===== config.mk =====
export PLATFORM = sky130hd
export DESIGN_NAME = extractor16_seq
export DESIGN_NICKNAME = d
export VERILOG_FILES = /design/src/rtl/extractor16_seq.sv
export SDC_FILE = /design/constraint.sdc
export NUM_CORES = 1
export LEC_CHECK = 0
export CAP_MARGIN = 20
export CORE_ASPECT_RATIO = 1.2
export CORE_MARGIN = 10
export CORE_UTILIZATION = 30
export CTS_CLUSTER_DIAMETER = 80
export CTS_CLUSTER_SIZE = 25
export DETAILED_ROUTE_END_ITERATION = 10
export PLACE_DENSITY = 0.52
export SYNTH_ARGS = -nofsm -noshare
export SYNTH_HDL_FRONTEND = slang
export SYNTH_SLANG_ARGS = --single-unit
export TNS_END_PERCENT = 10

===== constraint.sdc =====
create_clock -name clk -period 4.1 [get_ports clk]
set_input_delay 0.82 -clock clk [delete_from_list [all_inputs] [get_ports clk]]
set_output_delay 0.82 -clock clk [all_outputs]
set_load 0.05 [all_outputs]

===== src/rtl/extractor16_seq.sv =====
// Lane sequencer: accepts a 16-bit word and lane mask, then emits the enabled lanes one per cycle.
// Define EXTRACT_MSB_FIRST_EN to emit the highest index first. The default order is lowest index first.
module extractor16_seq #(
  parameter int WIDTH = 16,
  parameter int IDX_W = 4
) (
  input  logic             clk,
  input  logic             rst_n,
  input  logic             in_valid,
  output logic             in_ready,
  input  logic [WIDTH-1:0] in_data,
  input  logic [WIDTH-1:0] in_mask,
  input  logic             abort,
  output logic             out_valid,
  input  logic             out_ready,
  output logic             out_bit,
  output logic [IDX_W-1:0] out_idx,
  output logic             out_last,
  output logic             done,
  output logic             busy
);

  typedef enum logic {IDLE, SEND} state_t;

  state_t           state;
  logic [WIDTH-1:0] data_r;
  logic [WIDTH-1:0] rem_r;
  logic             done_r;
  logic [IDX_W-1:0] idx;
  logic             last;

  // Select the next lane from the remaining mask.
  // The last match found in the loop wins, so the loop direction sets the priority.
  always_comb begin
    idx = '0;
`ifdef EXTRACT_MSB_FIRST_EN
    for (int i = 0; i < WIDTH; i++)
      if (rem_r[i]) idx = IDX_W'(i);
`else
    for (int i = WIDTH - 1; i >= 0; i--)
      if (rem_r[i]) idx = IDX_W'(i);
`endif
  end

  assign last      = (rem_r != '0) && ((rem_r & (rem_r - 1'b1)) == '0);
  assign out_valid = (state == SEND);
  assign busy      = (state == SEND);
  assign in_ready  = (state == IDLE);
  assign out_idx   = out_valid ? idx : '0;
  assign out_bit   = out_valid & data_r[idx];
  assign out_last  = out_valid & last;
  assign done      = done_r;

  always_ff @(posedge clk or negedge rst_n) begin
    if (!rst_n) begin
      state  <= IDLE;
      data_r <= '0;
      rem_r  <= '0;
      done_r <= 1'b0;
    end else begin
      done_r <= 1'b0;
      case (state)
        IDLE: begin
          // abort takes priority over a word offered in the same cycle. That word is dropped.
          if (!abort && in_valid) begin
            data_r <= in_data;
            rem_r  <= in_mask;
            if (in_mask != '0) state  <= SEND;
            else               done_r <= 1'b1;
          end
        end
        SEND: begin
          if (abort) begin
            state <= IDLE;
            rem_r <= '0;
          end else if (out_ready) begin
            rem_r[idx] <= 1'b0;
            if (last) begin
              state  <= IDLE;
              done_r <= 1'b1;
            end
          end
        end
        default: state <= IDLE;
      endcase
    end
  end

endmodule


* Yosys cells after proc, flatten, opt, wreduce, memory -nomap -nowiden
Cells that the tools add are included.
Word-level totals: bits in registers 34, latch bits 0, bits in writable memories 0, memory bits (read-only) 0, input port bits 37, output and inout bits 10, logic and storage cells 61, memories 0
Cells by class: add/sub/neg operators 1, multipliers 0, divide/modulo/power cells 0, magnitude comparators 2, equality and inequality tests 2, shifts and indexed selects 0, muxes and demuxes 37, bitwise gates (word level) 6, reductions and logical operators 9
Operator list (number):
- $mux W4 | 17
- $mux W16 | 3
- $and A16 B16 Y16 | 2
- $pmux W16 S2 | 1
- $reduce_bool A16 Y1 | 2
- $logic_not A16 Y1 | 1
- $not A16 Y16 | 1
- $sub A16 B1 Y16 const B | 1
- $mux W1 | 12
- $lt A4 B5 Y1 const B | 1
- $bmux W1 S4 | 1
- $demux W1 S4 | 1
- $ge A4 B1 Y1 const B | 1
- $pmux W1 S2 | 2
- $reduce_and A2 Y1 | 2
- $logic_and A1 B1 Y1 | 3
- $ne A3 B3 Y1 const B | 1
- $and A1 B1 Y1 | 2
- $ne A2 B1 Y1 const B | 1
- $logic_not A1 Y1 | 1
- $not A1 Y1 | 1

* Longest topological paths before layout
Gate-level depths: netlist (run 1).
depth after elaboration 25, mapped depth 8, gate-level depth less buffers 7

* Worst setup path after synthesis (run 1)
No wires, ideal clock.
path kind flip-flop to output port, start register rem_r[14], end output out_bit, arrival time 2.706 ns, data required time 3.280 ns, path slack 0.574 ns, cell stages (with the launch flop) 8, path buffers 0, cell sequence dfrtp_1 nand2b_1 a221o_1 a211oi_2 o31a_2 mux2_2 a211o_1 a21oi_1
Between the ends: cells in the longest elaborated chain, start to end 18
Ends and longest elaborated chain:
- start, declared | line 27 | logic [WIDTH-1:0] rem_r;
- start signal, assigned | line 67 | rem_r <= in_mask;
- $mux W4 (15 in series) | line 41 | if (rem_r[i]) idx = IDX_W'(i);
- $bmux W1 S4 | line 50 | assign out_bit = out_valid & data_r[idx];
- $mux W1 (not written as such) | line 50
- $and A1 B1 Y1 | line 50
- end, declared | line 16 | output logic out_bit,
No other way between the ends. The select of a mux whose other input is x is not followed.

* Worst setup path in the final report (run 1)
start register rem_r[13], end output out_idx[1]
Between the ends: cells in the longest elaborated chain, start to end 15
Ends and longest elaborated chain:
- $mux W4 (14 in series) | line 41
- $mux W4 | line 49 | assign out_idx = out_valid ? idx : '0;
- end, declared | line 17 | output logic [IDX_W-1:0] out_idx,
No other way between the ends.

==> results of run 1 <==
[registers in the layout, indices dropped and copies added, names as in the netlist]
signal and count:
done 1, data_r 16, rem_r 16, busy 1
[worst register-to-register path: cells and delay by family, from the launching register on]
family,cells,cell delay (ps)
AOI/OAI and AO/OA,3,1040
and+or+nand+nor,4,970
DFF,1,470
[metrics by stage]
stage | worst slack [ps] | utilization [%]
after detailed placement | 776 | 38.3
after floorplan | 574 | -
after global routing | 292 | 39.7
after CTS | 457 | 39.7
after global placement | 745 | 38.3
final | 469 | 39.7
[report_power, final]
group	internal [mW]	switching [mW]
clock network	0.135	0.128
logic	0.278	0.364
registers	0.408	0.104
total	0.821	0.596
[synth_stat cells, types with 2 or more instances]
cell       count  share of area [%]
nor2_1        20                3.6
and2_1         3               0.91
o31a_1         2               0.85
a31oi_1        4                1.2
nand3_1        4               0.97
nand2b_1       3               0.91
a2111oi_2      2                1.5
nand2_1       24                4.4
nor4_4         3                3.1
a22o_1         3                1.3
nor3_1        10                2.4
a211oi_1       2               0.73
a221o_1        3                1.5
buf_2          3               0.73
mux2_2        18                9.8
inv_1          5               0.91
dfrtp_1       34                 41
mux2i_1        2               0.97
nor4_1         5                1.5
a32o_1         8                3.9
a21oi_1       10                2.4
o311a_1        2               0.97
o21ai_0        8                1.9
o22ai_1        5                1.5
clkbuf_1       5               0.91
[per-layer routing]
layer	part of all wire [%]	vias to the layer above	GRT usage [%]
met5	0	-	0
met4	1.8	0	4.93
met3	4.2	7	2.51
met2	51	46	19.0
met1	43	926	14.3
li1	-	900	-
[kinds of logic after synthesis]
logic type | after synthesis | share of synthesized area (%)
flip-flops | 34 | 41.3
adder cells (fa/ha/maj) | 1 | 0.486
buffers and inverters | 16 | 3.64
AND/OR/NAND/NOR | 82 | 21.8
multiplexers | 20 | 10.8
AO/OA/AOI/OAI | 59 | 22.0
[layout make-up]
cell class	instances	area, um^2
inverter	6	22.5
clock buffer	6	82.6
timing repair buffer	49	478
sequential	34	851
multi-input combinational	162	1130
clock inverter	2	12.5
fill	716	4080
tap	87	109
[path summary, 6_finish.rpt]
kind,startpoint,to,cells after the start
min in group asynchronous,rst_n,rem_r[4],2
worst min register to register,data_r[14],data_r[14],1
worst min-delay path,data_r[14],data_r[14],1
max in group asynchronous,rst_n,rem_r[0],2
worst max register to register,rem_r[11],busy,7
worst max-delay path,rem_r[13],out_idx[1],5
==> metrics.md, run 1 <==
| Metric | Value |
|---|---|
| Final Hold Slack | 508 ps |
| RSZ-0062 raised after global routing | no |
| DR DRC count | 0 |
| Initial Util | 30.4% |
| Routed Antenna Nets | 0 |
| Initial antenna violation count | 0 |
| TritonCTS Buffers | 5 |
| Clk Latency, worst-skew pair | 300 ps |
| Fraction of layout cells with a size suffix above 1 | 17.4% |
| Detailed placement HPWL | 4730 um |
| CP delay by family, top | compound AO/OA/AOI/OAI gates |
| Worst path required time | 3280 ps |
| First DRT Iteration DRCs | 182 |
| Final Max Tran Viols | 0 |
| Post-route setup TNS | 0 ps |
| IO Port Bufs | 46 |
| Inserted Diodes | 0 |
| CP bufs+invs | 1 |
| Global-route wire length before repair | 10000 um |
| Io pins | 47 |
| FFs w/ async S/R, synth | 100% |
| Num rows | 33 |
| Final net count | 295 |
| P per Cell Area | 527 mW/mm^2 |
| Yosys warnings | 0 |
| Synthesized netlist cell count | 212 |
| Seq/Total Area, Yosys | 41.3% |
| Die height | 111 um |
| Final hold vios | 0 |
| Worst slew pin tran | 697 ps |
| Vias in the first global route | 1907 |
| Commonest non-fill, non-tap cell in the layout | clkdlybuf4s50_1 |
| Worst EP arrival | 2810 ps |
| Max Clk Rate | 275 MHz |
| CTS tree | done |
| Placed Instances | 338 |
| Maxcap violations | 0 |
| Die X-Extent | 95.7 um |
| Htree depth | 2 |
| Finished Cell Area | 0.00269 mm^2 |
| Worst-path clk slew | 80 ps |
| Area of the die | 0.0106 mm^2 |
| WS Path Type | flip-flop to primary output |
| Reg2reg setup slack | 1520 ps |
| Outcome | completed |
| Max FO, Critical Path | 8 |
| Worst setup EP type | primary output |
| Routed len/inst | 17.7 um |
| Grt total ovfl | 0 |
| VDD IR max | 0.000172 V |
| Dpl cell area | 0.00259 mm^2 |
| Gp weighted congestion | 0.853 |
| CP Launch Type | flip-flop |
| Synthesized area per cell | 9.72 um^2 |
| Setup violations, final | 0 |
| Most frequent cells in the layout | 44 x clkdlybuf4s50_1, 34 x dfrtp_1, 24 x nand2_1 |
| 1st-pass router iterations | 4 |
| GRT Overall Usage | 11.7% |
| Worst Hold Class | flip-flop to flip-flop |
| Clock buffer depth | 2 |
| Largest net degree at the start of global routing | 35 |
| LEAKAGE | 1.03 nW |
| Slew margin rel. | 53.3% |
| Worst-path cell chain | o31a_1 -> o31ai_1 -> a31oi_1 -> nor2_1 -> clkdlybuf4s50_1 |
| Drt total wl | 6130 um |
| Overall power | 1.42 mW |
| Root Driver | clkbuf_8 |
| Syn nets | 249 |
| Count of cells resized by post-cts repair | 0 |
| Clk_skew | 9.14 ps |
| Post-cts hold buffer count | 0 |
| Count of cell types in the netlist | 49 |
| Area growth syn-to-layout | 30.5% |
| Slowest cell on the critical path | clkdlybuf4s50_1 |
| Period utilization | 88.6% |
| Core area | 0.00677 mm^2 |
| FF+latch count, synth | 34 |
| Final min period | 3630 ps |
| Vias/cell | 5.43 |
| Max incr delay on CP | 830 ps |
| Post-CTS setup repair buffer count | 0 |
| Sink Count | 34 |
| Final Instance Count excl. Fillers | 346 |
| Detailed-route via count | 1879 |
| Post-synthesis cell area | 0.00206 mm^2 |
| Post-synth EDFFs | 0 |
| Post-synth top flop | dfrtp_1 |
Power figures use the tool's default switching activity.
==> run 2: changes to the inputs <==
--- a/config.mk
+++ b/config.mk
@@ -5,14 +5,13 @@
 export SDC_FILE = /design/constraint.sdc
 export NUM_CORES = 1
 export LEC_CHECK = 0
-export CAP_MARGIN = 20
 export CORE_ASPECT_RATIO = 1.2
 export CORE_MARGIN = 10
 export CORE_UTILIZATION = 30
 export CTS_CLUSTER_DIAMETER = 80
 export CTS_CLUSTER_SIZE = 25
 export DETAILED_ROUTE_END_ITERATION = 10
-export PLACE_DENSITY = 0.52
+export PLACE_DENSITY_LB_ADDON = 0.25
 export SYNTH_ARGS = -nofsm -noshare
 export SYNTH_HDL_FRONTEND = slang
 export SYNTH_SLANG_ARGS = --single-unit
==> metrics.md, run 2 (synthesized netlist as in run 1, its figures left out) <==
| Metric | Value |
|---|---|
| Outcome | completed |
| Final Max Tran Viols | 0 |
| Sink Count | 34 |
| Worst EP arrival | 2870 ps |
| Root Driver | clkbuf_8 |
| Die X-Extent | 95.7 um |
| Max incr delay on CP | 860 ps |
| CP bufs+invs | 1 |
| Clk_skew | 8.01 ps |
| Worst Hold Class | flip-flop to flip-flop |
| Inserted Diodes | 0 |
| Met1 GRT Util | 14.8% |
| Register area | 851 um^2 |
| RSZ-0062 raised after global routing | no |
| CP Launch Type | flip-flop |
| Drt total wl | 6260 um |
| Clk Latency, worst-skew pair | 290 ps |
| Maxcap violations | 0 |
| Fillcell total | 717 |
| FF-to-FF path depth | 7 |
| Setup violations, final | 0 |
| Cell repeated most along the worst path | nor3_1 |
| 1st-pass router iterations | 4 |
| GR peak layer | met2 |
| Met3 usage | 2.91% |
| Most frequent cells in the layout | 44 x clkdlybuf4s50_1, 34 x dfrtp_1, 24 x nand2_1 |
| Slowest cell on the critical path | clkdlybuf4s50_1 |
| Final net count | 296 |
| Final hold vios | 0 |
| Gp weighted congestion | 0.908 |
| Routed Antenna Nets | 0 |
| Reg2reg setup slack | 1550 ps |
| Footprint of the multi-input gates | 0.00113 mm^2 |
| Max Clk Rate | 271 MHz |
| Global-route wire length before repair | 10500 um |
| Worst-path cell chain | or3_2 -> nor3_1 -> nor2_1 -> nor3_1 -> clkdlybuf4s50_1 |
| Post-cts hold buffer count | 0 |
| CP delay by family, top | simple AND/OR/NAND/NOR gates |
| Grt total ovfl | 0 |
| VDD IR max | 0.000196 V |
| Biggest regs | data_r x16, rem_r x16 |
| GRT Overall Usage | 12.3% |
| Post-route setup TNS | 0 ps |
| Slew margin rel. | 59.6% |
| Vias in the first global route | 2028 |
| Vias/cell | 5.40 |
| Core area | 0.00677 mm^2 |
| Detailed-route via count | 1875 |
| Post-CTS setup repair buffer count | 0 |
| Count of cells resized by post-cts repair | 0 |
| Worst-path clk slew | 70 ps |
| Worst setup EP type | primary output |
| First DRT Iteration DRCs | 81 |
| WS Path Type | flip-flop to primary output |
| Htree depth | 2 |
| Stages on worst setup path | 5 |
| Worst slew pin tran | 601 ps |
| Clock buffer depth | 2 |
| Detailed placement HPWL | 4880 um |
| Hold path depth | 1 |
| Io pins | 47 |
| Fraction of layout cells with a size suffix above 1 | 17.3% |
| Final min period | 3690 ps |
| Die height | 111 um |
| Worst path required time | 3280 ps |
| LEAKAGE | 1.03 nW |
| Area of the die | 0.0106 mm^2 |
| Commonest non-fill, non-tap cell in the layout | clkdlybuf4s50_1 |
| Routed len/inst | 18.0 um |
| Period utilization | 90.0% |
| Initial antenna violation count | 0 |
| P per Cell Area | 528 mW/mm^2 |
| CTS tree | done |
| Largest net degree at the start of global routing | 35 |
| Max FO, Critical Path | 7 |
| TritonCTS Buffers | 5 |
| Num rows | 33 |
| Utilization after layout | 39.8% |
| Initial Util | 30.4% |
| Met2 Resource Use GR | 20.4% |
| DR DRC count | 0 |
| IO Port Bufs | 46 |
| Area growth syn-to-layout | 30.7% |
run 2: metal layers:
layer	up-vias	share of wire, %
met2	45	51
met4	0	2.6
met3	11	4.1
li1	905	-
met5	-	0
met1	914	43
run 2: final timing paths:
check,end,startpoint
min reg2reg,data_r[14],data_r[14]
max reg2reg,busy,rem_r[11]
min,data_r[14],data_r[14]
max in group asynchronous,rem_r[0],rst_n
min in group asynchronous,rem_r[11],rst_n
max,out_idx[2],rem_r[11]
run 2: cell type report:
cell class              instances  area share, %
clock inverters                 1          0.186
multi-input cells             162           42.1
well taps                      87           4.04
flip-flops and latches         34           31.6
repair buffers                 50           18.0
inverters                       6          0.836
clock buffers                   7           3.20
run 2: stage by stage:
stage	cell area [um^2]	total power [mW]	setup slack, ps	hold slack, ps	instances
after CTS	2690	1.43	427	514	347
after global routing	2690	1.52	265	533	347
after detailed placement	2600	1.17	754	498	339
after floorplan	2060	0.962	574	473	212
final	2690	1.42	409	509	347
after global placement	2600	1.17	766	488	339
run 2: report_power, final:
| part | switching [mW] | internal, mW | total, mW |
|---|---|---|---|
| clock network | 0.123 | 0.135 | 0.258 |
| logic | 0.365 | 0.284 | 0.649 |
| registers | 0.105 | 0.408 | 0.514 |
